`src/rtl/timer_arbiter_pkg.sv`:
```
// Shared types and defaults for the round-robin interval timer arbiter.
// Latency: none (declarations only).
// Backpressure: not applicable.
//
// Contents:
//   state_t        - timer FSM state encoding (IDLE, RUN, DONE)
//   DEF_NREQ       - default number of requesters
//   DEF_WIDTH      - default duration / count width
//   onehot_bit()   - helper turning an owner index into a one-hot done vector

package timer_arbiter_pkg;

    localparam int DEF_NREQ  = 4;
    localparam int DEF_WIDTH = 32;

    // IDLE: timer free, arbitration open.
    // RUN : owner's interval counting down.
    // DONE: single expiry cycle, done pulse to the owner.
    typedef enum logic [1:0] {
        IDLE = 2'd0,
        RUN  = 2'd1,
        DONE = 2'd2
    } state_t;

    // One-hot vector of up to 32 bits with bit 'idx' set; callers keep the
    // low NREQ bits.
    function automatic logic [31:0] onehot_bit(input int unsigned idx);
        logic [31:0] v;
        v = '0;
        v[idx[4:0]] = 1'b1;
        return v;
    endfunction

endpackage

```
`src/rtl/timer_arbiter_rr_pick.sv`:
```
// Round-robin picker: selects the first active request after index 'last'.
// Latency: purely combinational, zero cycles.
// Backpressure: none; 'valid' low simply means nobody is requesting.
//
// Ports:
//   req   [NREQ-1:0] - level requests
//   last  [IW-1:0]   - index of the most recent owner; its successor has top priority
//   grant [IW-1:0]   - chosen requester (0 when valid is low)
//   valid            - at least one request is active

module rr_pick #(
    parameter int NREQ = 4,
    parameter int IW   = $clog2(NREQ)
) (
    input  logic [NREQ-1:0] req,
    input  logic [IW-1:0]   last,
    output logic [IW-1:0]   grant,
    output logic            valid
);

    logic [IW-1:0] cand;

    // Walk offsets 1..NREQ from 'last'; the first hit wins. Offset NREQ is
    // 'last' itself, so the previous owner is considered only after everyone
    // else has had a chance.
    always_comb begin
        grant = '0;
        valid = 1'b0;
        cand  = '0;
        for (int i = 1; i <= NREQ; i++) begin
            cand = IW'((int'(last) + i) % NREQ);
            if (!valid && req[cand]) begin
                grant = cand;
                valid = 1'b1;
            end
        end
    end

endmodule

```
`src/rtl/timer_arbiter.sv`:
```
// Interval timer shared by NREQ requesters under round-robin arbitration.
// Latency: req sampled in IDLE at edge k -> done pulse during cycle k+dur+2.
// Backpressure: losers keep req high and wait; owner dropping req aborts.
//
// Ports:
//   clk                   - single clock, all state on posedge
//   reset                 - asynchronous active-high reset
//   req   [NREQ-1:0]      - per-requester level request, held until done/abandon
//   dur   [NREQ*WIDTH-1:0]- per-requester interval, slot i at [i*WIDTH +: WIDTH]
//   done  [NREQ-1:0]      - one-cycle pulse to the owner on expiry
//   busy                  - timer owned (RUN or DONE)
//   owner [IW-1:0]        - current or most recent owner

module timer_arbiter
    import timer_arbiter_pkg::*;
#(
    parameter int NREQ  = DEF_NREQ,
    parameter int WIDTH = DEF_WIDTH,
    parameter int IW    = $clog2(NREQ)
) (
    input  logic                  clk,
    input  logic                  reset,
    input  logic [NREQ-1:0]       req,
    input  logic [NREQ*WIDTH-1:0] dur,
    output logic [NREQ-1:0]       done,
    output logic                  busy,
    output logic [IW-1:0]         owner
);

    localparam logic [IW-1:0] LAST_RST = IW'(NREQ - 1);

    state_t           state;
    state_t           state_nxt;
    logic [WIDTH-1:0] count;
    logic [IW-1:0]    last;

    logic [IW-1:0]    pick_idx;
    logic             pick_vld;
    logic [WIDTH-1:0] dur_arr [NREQ];
    logic             owner_req;
    logic             count_zero;

    // Unflatten the duration bus so the grant index can select a slot directly.
    always_comb begin
        for (int i = 0; i < NREQ; i++) begin
            dur_arr[i] = dur[i*WIDTH +: WIDTH];
        end
    end

    rr_pick #(
        .NREQ (NREQ),
        .IW   (IW)
    ) u_rr_pick (
        .req   (req),
        .last  (last),
        .grant (pick_idx),
        .valid (pick_vld)
    );

    assign owner_req  = req[owner];
    assign count_zero = (count == '0);

    // ------------------------------------------------------------------
    // FSM: state register
    // ------------------------------------------------------------------
    always_ff @(posedge clk or posedge reset) begin
        if (reset) begin
            state <= IDLE;
        end else begin
            state <= state_nxt;
        end
    end

    // ------------------------------------------------------------------
    // FSM: next-state logic
    // ------------------------------------------------------------------
    always_comb begin
        state_nxt = state;
        unique case (state)
            IDLE: begin
                if (pick_vld) begin
                    state_nxt = RUN;
                end
            end
            RUN: begin
                // Abandonment outranks expiry: an owner that lets go on the
                // final RUN cycle gets no done pulse.
                if (!owner_req) begin
                    state_nxt = IDLE;
                end else if (count_zero) begin
                    state_nxt = DONE;
                end
            end
            DONE: begin
                state_nxt = IDLE;
            end
            default: begin
                state_nxt = IDLE;
            end
        endcase
    end

    // ------------------------------------------------------------------
    // FSM: outputs (decoded from state only, so reset clears them at once)
    // ------------------------------------------------------------------
    always_comb begin
        busy = (state != IDLE);
        done = '0;
        if (state == DONE) begin
            done = NREQ'(onehot_bit(int'(owner)));
        end
    end

    // ------------------------------------------------------------------
    // Datapath: count, owner, round-robin pointer
    // ------------------------------------------------------------------
    // 'last' resets to NREQ-1 so the first grant after reset starts at 0.
    // Duration is captured only at grant; later dur changes are invisible.
    always_ff @(posedge clk or posedge reset) begin
        if (reset) begin
            count <= '0;
            owner <= '0;
            last  <= LAST_RST;
        end else begin
            unique case (state)
                IDLE: begin
                    if (pick_vld) begin
                        count <= dur_arr[pick_idx];
                        owner <= pick_idx;
                    end
                end
                RUN: begin
                    if (!owner_req) begin
                        last <= owner;
                    end else if (!count_zero) begin
                        // Guarded by count_zero, so the counter never wraps.
                        count <= count - WIDTH'(1);
                    end
                end
                DONE: begin
                    last <= owner;
                end
                default: begin
                    count <= count;
                end
            endcase
        end
    end

endmodule
```
`config.mk`:
```
export PLATFORM = sky130hd
export DESIGN_NAME = timer_arbiter
export DESIGN_NICKNAME = d
export VERILOG_FILES = /design/src/rtl/timer_arbiter_pkg.sv /design/src/rtl/timer_arbiter_rr_pick.sv /design/src/rtl/timer_arbiter.sv
export SDC_FILE = /design/constraint.sdc
export NUM_CORES = 1
export LEC_CHECK = 0
export ABC_AREA = 1
export CORE_MARGIN = 2
export CORE_UTILIZATION = 37
export DETAILED_ROUTE_END_ITERATION = 8
export DONT_BUFFER_PORTS = 1
export PLACE_DENSITY = 0.56
export SKIP_LAST_GASP = 1
export SLEW_MARGIN = 15
export SYNTH_ARGS = -nofsm -noshare
export SYNTH_HDL_FRONTEND = slang
export SYNTH_SLANG_ARGS = --single-unit
```
`constraint.sdc`:
```
create_clock -name clk -period 4.2 [get_ports clk]
set_input_delay 0.42 -clock clk [delete_from_list [all_inputs] [get_ports clk]]
set_output_delay 0.42 -clock clk [all_outputs]
set_load 0.03 [all_outputs]
```
==> results.cfg <==
[drt]
drtIter0Drc = 322
drt-wirelength-per-cell_um = 14.11
vias_per_cell = 5.220
drc_errors = 0
drt_wl_total_um = 11880
drtPass1Iterations = 5
ant_nets = 0
dr_total_vias = 4395

[sta]
period_minus_slack_ps = 3201
setup_ws_ps = 999.3
rsz0062_at_grt = no
setup_viol = 0
fin_tns_setup_ps = 0
worst_pin_slew_ps = 915.3
fin_worst_skew_ps = 9.078
maxSlewViolCount = 0
fmax_mhz = 312.4
hold_slack_ps = 150.7
slew_headroom = 0.3851
fin_crit_sh = 0.7621
finalHoldViolCount = 0

[placed_design]
dp_slack_ps = 1010
port_buffers = 0
globalplace.congestion = 0.9025
place_hpwl_um = 8824

[synth]
synth-simple-area-share = 0.5047
syn_area_per_cell_um2 = 5.690
synth.distinct_cells = 37
synthXorXnorAreaFrac = 0.02760
yosysTopAreaCell = nand2_1
synth-async-reset-ratio = 1.000
synth_nets = 860
ys.flop_type = dfrtp_1
synth.cell_area_um2 = 4125
synth_top_family_by_area = simple AND/OR/NAND/NOR gates
yosys_warnings = 0
synth_area_leaders = nand2_1, dfrtp_1, nand3_1, inv_1, nor2_1
ys_ff_latch = 38
synthAdderAreaFrac = 0.003033
synth_edf_count = 0
synth.mux.area_fraction = 0
synth_top_cell_area_share = 0.2557
synth_cells = 725
synth-compound-area-share = 0.1071
yosysSeqAreaShare = 0.2311

[global_routing]
grt_start_max_net_pins = 71
antenna_found_initial = 0
grt_first_pass_wirelength_um = 18890
overflow = 0
grtUsageTotal = 0.1985
grt_pass1_vias = 3903

[critical_path]
critPathMaxFanout = 70
endpoint_kind = flip-flop
path_cells = inv_4 > nand2_1 > nand2_1 > nand2_1 > nand2_1 > o21ai_1 > nand3_4 > nand2_2 > buf_12 > nand2_1 > o211ai_1 > nand3_1 > nand2_1 > nand2_1
start_kind = flip-flop
critPathTopFamily = simple AND/OR/NAND/NOR gates
cp_common_cell = nand2_1
critPathBufInv = 2
path_class = flip-flop to flip-flop
max_stage_delay_ps = 680
crit_path_top_delay_cell = dfstp_2
crit_arrival_ps = 3380
cp.required_ps = 4380

[floorplanning]
ios = 141
start_util = 0.3805
die_height_um = 109.6
coreArea_um2 = 10840
fp.dieW_um = 109.6
dieArea_um2 = 12010
rows = 38

[cells_and_area]
fin_util = 0.3927
drive_above_1_share = 0.04986
final_common_cell = nand2_1
area_growth_pct = 3.185
mostFrequentLayoutCells = nand2_1, nand3_1, inv_1
fin_nets = 836
nFillCells = 1218
n_antenna_cell = 0

[pwr]
combinationalPowerShare = 0.752
cellPowerDensity_nw_per_um2 = 1087
seqPwrFrac = 0.181
p_int_mw = 1.870
switching_share = 0.5956
clock_power_share = 0.068
p_switching_mw = 2.755
max-vdd-ir-drop_uv = 546.5
leakagePower_nw = 2.193

[run]
maxCapViolCount = 0

[clock_tree]
htreeDepth = 2
cts_tree = yes
numCtsBuffers = 5
clock_sinks = 38
clk_latency_ps = 290
hold_buffers = 0
clk_path_buf_depth = 2
cts_resized = 0
cts_root_buf = clkbuf_8
cts_setup_buffers = 0
path_clk_slew_ps = 80

[min_path]
hp-class = input port to asynchronous set/reset pin

[status]
outcome = finished clean
==> metal layers <==
layer	global-route usage	vias up	routed length (µm)
met5	0	-	0
met4	0.05515	0	165
met3	0.02075	12	625
met2	0.3294	158	5462
met1	0.2736	1962	5624
li1	-	2263	-
==> kinds of logic after synthesis <==
logic type,count (synthesis)
AND/OR/NAND/NOR,478
buffers and inverters,121
AO/OA/AOI/OAI,74
flip-flops,38
XOR/XNOR,13
adder cells (fa/ha/maj),1
==> stage by stage <==
step	instances	power (mW)	instance area [µm²]
3_3_place_gp	834	4.287	4150
3_5_place_dp	834	4.337	4150
5_1_grt	842	5.213	4257
6_report	842	4.625	4257
4_1_cts	842	4.671	4257
2_1_floorplan	725	3.722	4125
==> Yosys cell counts, types with 8 or more instances <==
cell	instances
nand3_1	87
o211ai_1	18
a21oi_1	32
o21ai_0	9
nand2_1	281
buf_2	10
dfrtp_1	36
nor3_1	10
nand3b_1	20
nor2_1	55
xor2_1	8
inv_1	80
clkbuf_1	18
==> path summary, 6_finish.rpt <==
check	startpoint	end	slack, ps	cells past startpoint
max	last[0]	count[3]	1000	14
min	reset	owner[0]	150	2
max reg2reg	last[0]	count[3]	1000	14
min reg2reg	state[1]	state[1]	490	1
max in group asynchronous	reset	last[0]	3690	2
min in group clk	dur[87]	count[23]	400	4
==> power groups by stage <==
stage / clock (mW) / sequential, mW / combinational, mW
2_1_floorplan: 0 / 0.761 / 2.96
3_5_place_dp: 0 / 0.835 / 3.50
3_3_place_gp: 0 / 0.834 / 3.45
5_1_grt: 0.340 / 0.866 / 4.01
4_1_cts: 0.321 / 0.832 / 3.52
6_report: 0.313 / 0.836 / 3.48
==> state kept, by name, summed over array words and instances (netlist names) <==
signal / count
owner: 2
state: 2
last: 2
count: 32
==> final cells by class <==
type	instances	area (µm²)	area share
clock buffers	7	76.32	0.01793
clock inverters	1	30.03	0.007055
inverters	85	321.6	0.07554
multi-input cells	566	2650	0.6226
flip-flops and latches	38	953.4	0.2240
well taps	140	175.2	0.04115
repair buffers	5	50.05	0.01176
No activity file was read; power rests on OpenSTA's default activity.
